### src/rtl/seg_display_ctrl.sv
// seg_display_ctrl: memory-mapped four-digit seven-segment scan controller.
// The CPU writes a 16-bit hex value (DATA) and a control word (CTRL); the
// block multiplexes the four digits with a programmable slot length and a
// one-cycle blank at the start of every slot to suppress ghosting.
module seg_display_ctrl #(
  parameter int unsigned SCAN_DIV = 50000
) (
  input  logic        clk,
  input  logic        reset,
  input  logic        bus_we,
  input  logic        bus_re,
  input  logic        bus_addr,
  input  logic [15:0] bus_wdata,
  output logic [15:0] bus_rdata,
  output logic        bus_rvalid,
  output logic [3:0]  segan_en,
  output logic [7:0]  segans
);

  localparam int unsigned     CNT_W    = (SCAN_DIV > 1) ? $clog2(SCAN_DIV) : 1;
  localparam logic [CNT_W-1:0] CNT_LAST = CNT_W'(SCAN_DIV - 1);

  // Active-low segment pattern (a..g in bits 0..6) for one hex nibble.
  function automatic logic [6:0] hex_seg(input logic [3:0] nib);
    case (nib)
      4'h0: hex_seg = 7'h40;
      4'h1: hex_seg = 7'h79;
      4'h2: hex_seg = 7'h24;
      4'h3: hex_seg = 7'h30;
      4'h4: hex_seg = 7'h19;
      4'h5: hex_seg = 7'h12;
      4'h6: hex_seg = 7'h02;
      4'h7: hex_seg = 7'h78;
      4'h8: hex_seg = 7'h00;
      4'h9: hex_seg = 7'h10;
      4'hA: hex_seg = 7'h08;
      4'hB: hex_seg = 7'h03;
      4'hC: hex_seg = 7'h46;
      4'hD: hex_seg = 7'h21;
      4'hE: hex_seg = 7'h06;
      default: hex_seg = 7'h0E;
    endcase
  endfunction

  // Scan state
  logic [CNT_W-1:0] cnt_q, cnt_d;
  logic [1:0]       dig_q, dig_d;
  // Registers; CTRL[15:8] reads as zero, so only the low byte is stored
  logic [15:0]      data_q, data_d;
  logic [7:0]       ctrl_q, ctrl_d;
  // Read pipeline: snapshot stage, then the visible read port
  logic             rd_pend_q, rd_pend_d;
  logic [15:0]      rd_stage_q, rd_stage_d;
  logic [15:0]      rdata_q, rdata_d;
  logic             rvalid_q, rvalid_d;
  // Display outputs
  logic [3:0]       en_q, en_d;
  logic [7:0]       seg_q, seg_d;

  logic [15:0]      reg_rd;
  logic [3:0]       nib;
  logic [3:0]       en_mask;
  logic [3:0]       dp_mask;

  // Slot counter and digit index: the digit advances on the last cycle of a slot.
  always_comb begin
    // NOTE: every signal assigned here gets a default first so no latch is inferred.
    cnt_d = cnt_q + CNT_W'(1);
    dig_d = dig_q;
    if (cnt_q == CNT_LAST) begin
      cnt_d = '0;
      dig_d = dig_q + 2'd1;
    end
  end

  // Register writes; CTRL keeps only its defined low byte.
  always_comb begin
    data_d = data_q;
    ctrl_d = ctrl_q;
    if (bus_we) begin
      if (bus_addr) ctrl_d = bus_wdata[7:0];
      else          data_d = bus_wdata;
    end
  end

  // Reads snapshot the register at the request edge (so a simultaneous write
  // returns the old value) and present it one edge later.
  always_comb begin
    reg_rd     = bus_addr ? {8'h00, ctrl_q} : data_q;
    rd_pend_d  = bus_re;
    rd_stage_d = bus_re ? reg_rd : rd_stage_q;
    rvalid_d   = rd_pend_q;
    rdata_d    = rd_pend_q ? rd_stage_q : rdata_q;
  end

  // Display decode from the current scan position and register contents.
  always_comb begin
    en_mask = ctrl_q[3:0];
    dp_mask = ctrl_q[7:4];
    nib     = data_q[{dig_q, 2'b00} +: 4];
    en_d    = 4'hF;
    seg_d   = 8'hFF;
    if ((cnt_q != '0) && en_mask[dig_q]) begin
      en_d  = ~(4'b0001 << dig_q);
      seg_d = {~dp_mask[dig_q], hex_seg(nib)};
    end
  end

  // All state; the asynchronous reset also drops any read or scan in flight.
  always_ff @(posedge clk or negedge reset) begin
    // NOTE: sequential state uses non-blocking assignments so every flop samples pre-edge values.
    if (!reset) begin
      cnt_q      <= '0;
      dig_q      <= 2'd0;
      data_q     <= 16'h0000;
      ctrl_q     <= 8'h0F;
      rd_pend_q  <= 1'b0;
      rd_stage_q <= 16'h0000;
      rdata_q    <= 16'h0000;
      rvalid_q   <= 1'b0;
      en_q       <= 4'hF;
      seg_q      <= 8'hFF;
    end else begin
      cnt_q      <= cnt_d;
      dig_q      <= dig_d;
      data_q     <= data_d;
      ctrl_q     <= ctrl_d;
      rd_pend_q  <= rd_pend_d;
      rd_stage_q <= rd_stage_d;
      rdata_q    <= rdata_d;
      rvalid_q   <= rvalid_d;
      en_q       <= en_d;
      seg_q      <= seg_d;
    end
  end

  assign bus_rdata  = rdata_q;
  assign bus_rvalid = rvalid_q;
  assign segan_en   = en_q;
  assign segans     = seg_q;

endmodule

### config.mk
export PLATFORM = sky130hd
export DESIGN_NAME = seg_display_ctrl
export DESIGN_NICKNAME = d
export VERILOG_FILES = /design/src/rtl/seg_display_ctrl.sv
export SDC_FILE = /design/constraint.sdc
export NUM_CORES = 1
export LEC_CHECK = 0
export ABC_AREA = 1
export CAP_MARGIN = 30
export CELL_PAD_IN_SITES_DETAIL_PLACEMENT = 0
export CELL_PAD_IN_SITES_GLOBAL_PLACEMENT = 1
export CORE_ASPECT_RATIO = 1.5
export CORE_UTILIZATION = 30
export DETAILED_ROUTE_END_ITERATION = 7
export PLACE_DENSITY_LB_ADDON = 0.1
export SYNTH_ARGS = -nofsm -noshare
export SYNTH_HDL_FRONTEND = slang
export SYNTH_SLANG_ARGS = --single-unit
### constraint.sdc
create_clock -name clk -period 2.46 [get_ports clk]
set_input_delay 0.369 -clock clk [delete_from_list [all_inputs] [get_ports clk]]
set_output_delay 0.369 -clock clk [all_outputs]
set_load 0.005 [all_outputs]
==> impl_metrics.yaml <==
sta:
  clock_skew_ns: 0.00739
  period_needed_ns: 1.72
  fin_crit_sh_pct: 70.0
  report.final.slew_viol_count: 0
  rsz0062_at_grt: "false"
  tns_ns: 0
  tightest_slew_ns: 0.804
  finalHoldViolations: 0
  max_freq_mhz: 581
  worst_hold_slack_ns: 0.0144
  slew_headroom_pct: 46.4
  finalSetupViolCount: 0
synthesis:
  synth_edf_count: 0
  synth_top_cell_by_area: "dfrtp_1"
  synth_top_area_share_pct: 43.6
  syn_area_mm2: 0.00413
  yosys_most_used_dff: "dfrtp_1"
  postSynthCellCount: 463
  yosys_warnings: 0
  synthTopCellsByArea: "dfrtp_1 (44%), dfstp_2 (10%), nand2_1 (9.9%), nand3_1 (5.0%), nor2_1 (4.5%)"
  ys_seq_elements: 88
  syn_area_per_cell_um2: 8.93
  yosysUniqueCellTypes: 30
  seq_area_frac_synth_pct: 53.8
  async_reset_ff_share_pct: 100
  synthesis.nets: 496
clock_tree:
  cts_root_buffer: "clkbuf_16"
  cts_sinks: 88
  cts_setup_buffers: 0
  path_clk_slew_ns: 0.06
  postCtsHoldBufs: 0
  h-tree-depth: 3
  clock_latency_ns: 0.34
  cts_buffers: 9
  tritoncts: "yes"
  cts.path.max_buffers: 2
  post_cts_resized: 0
pwr:
  p_leak_uw: 0.00231
  power.density_mw_per_mm2: 689
  vdd_drop_max_mv: 0.310
floorplan:
  dieArea_mm2: 0.0143
  die_h_um: 146
  start_util_pct: 30.7
  rows: 52
  pin_count: 50
  fp.dieW_um: 97.8
  core-area_mm2: 0.0135
global_route:
  grt_overflow: 0
  first_global_vias: 3174
  grt.busiest_layer: "met2"
  grtUsageMet2_pct: 26.0
  grtUsageMet1_pct: 19.2
  grtUsageTotal_pct: 15.4
  grt_pass1_wl_um: 16900
  antenna_found_initial: 0
  grt_max_degree: 40
  grtUsageMet3_pct: 2.21
setup_path:
  crit_required_ns: 2.09
  crit_buf_inv: 1
  cpLargestDelayFamily: "flip-flops"
  startpoint_type: "flop"
  cp_max_fo: 1
  cp-end-kind: "primary output"
  crit_path_top_delay_cell: "dfstp_2"
  crit_path_cell_trace: "clkdlybuf4s50_1"
  cp.arrival_ns: 1.35
  path_class: "flop to primary output"
  crit_path_max_incr_delay_ns: 0.52
cells_and_area:
  nets: 548
  final_common_cell: "nand2_1"
  final_cell_mix: "nand2_1 (109), dfrtp_1 (72), nor2_1 (50), clkdlybuf4s50_1 (48), inv_1 (42)"
  antenna_cells: 0
  drive_gt1_share_pct: 14.6
  areaGrowthSynthToFinish_pct: 23.0
  stdcell_area_mm2: 0.00508
placement:
  gp_congestion: 0.814
  dpl.hpwl_um: 7520
  dpl_cell_area_mm2: 0.00481
  port_buffers: 49
detailed_routing:
  finalWirelength_um: 10100
  dr.pass1.iters: 6
  ant_nets: 0
  vias_per_cell: 4.65
  vias: 3168
  drc: 6
  drt_iter0_drc: 131
  wl_per_cell_um: 14.9
hold_path:
  hold_class: "primary input to async pin"
job:
  cap_violations: 0
outcome:
  violations: "DRC"
  outcome: "finished, violations left"
synthesized netlist by cell type (all sizes together) (9+ instances only):
cell type	number
a21oi	12
dfrtp	72
dfstp	16
ha	12
inv	48
mux2	14
nand2	118
nand3	43
nor2	56
o21ai	28
xor2	9
registers in the layout, indices dropped and copies added, names as in the netlist:
register    cells
segan_en        4
ctrl_q          8
bus_rdata      16
dig_q           2
rd_pend_q       1
segans          8
data_q         16
bus_rvalid      1
rd_stage_q     16
cnt_q          16
layout make-up:
cell class                 instances  area [um2]
clock buffer                      11         243
clock inverter                     5        32.5
fill                            1411        8380
inverter                          48         183
multi-input combinational        313        1660
sequential                        88        2220
tap                              162         203
timing repair buffer              55         546
stage by stage:
| stage | total power, uW | cells | setup WS [ns] | util, % |
|---|---|---|---|---|
| floorplan | 1970 | 463 | 0.933 | - |
| global placement | 2260 | 666 | 0.686 | 35.7 |
| detailed placement | 2260 | 666 | 0.668 | 35.7 |
| CTS | 3560 | 682 | 0.713 | 37.7 |
| global route | 3680 | 682 | 0.577 | 37.7 |
| finish | 3500 | 682 | 0.738 | 37.7 |
power breakdown:
part / switching (uW) / total, uW / leakage [uW] / internal (uW)
logic: 247 / 508 / 0.00112 / 261
clock network: 569 / 1280 / 0.000128 / 709
registers: 100 / 1720 / 0.00106 / 1620
kinds of logic after synthesis:
family / Yosys count / share of synthesized area [%]
and+or+nand+nor: 225 / 23.8
DFF: 88 / 53.8
buffers and inverters: 62 / 6.20
AOI/OAI and AO/OA: 53 / 6.87
muxes: 14 / 3.81
adders and majority gates: 12 / 3.63
xor gates and xnor gates: 9 / 1.91
metal layers:
metal  wire length (um)  share of wire, %
met1               4410                43
met2               5270                52
met3                247               2.4
met4                214               2.1
met5                  0                 0
worst paths after layout:
path / start / endpoint / slack, ns / cells past startpoint
setup / recovery: segan_en[2] / segan_en[2] / 0.74 / 1
hold / removal: reset / bus_rdata[2] / 0.01 / 1
setup reg to reg: dig_q[0] / segans[1] / 0.75 / 9
hold reg to reg: cnt_q[0] / cnt_q[0] / 0.50 / 1
max in group asynchronous: reset / ctrl_q[0] / 1.74 / 2
min in group clk: cnt_q[0] / cnt_q[0] / 0.50 / 1
No activity file was read; power rests on OpenSTA's default activity.
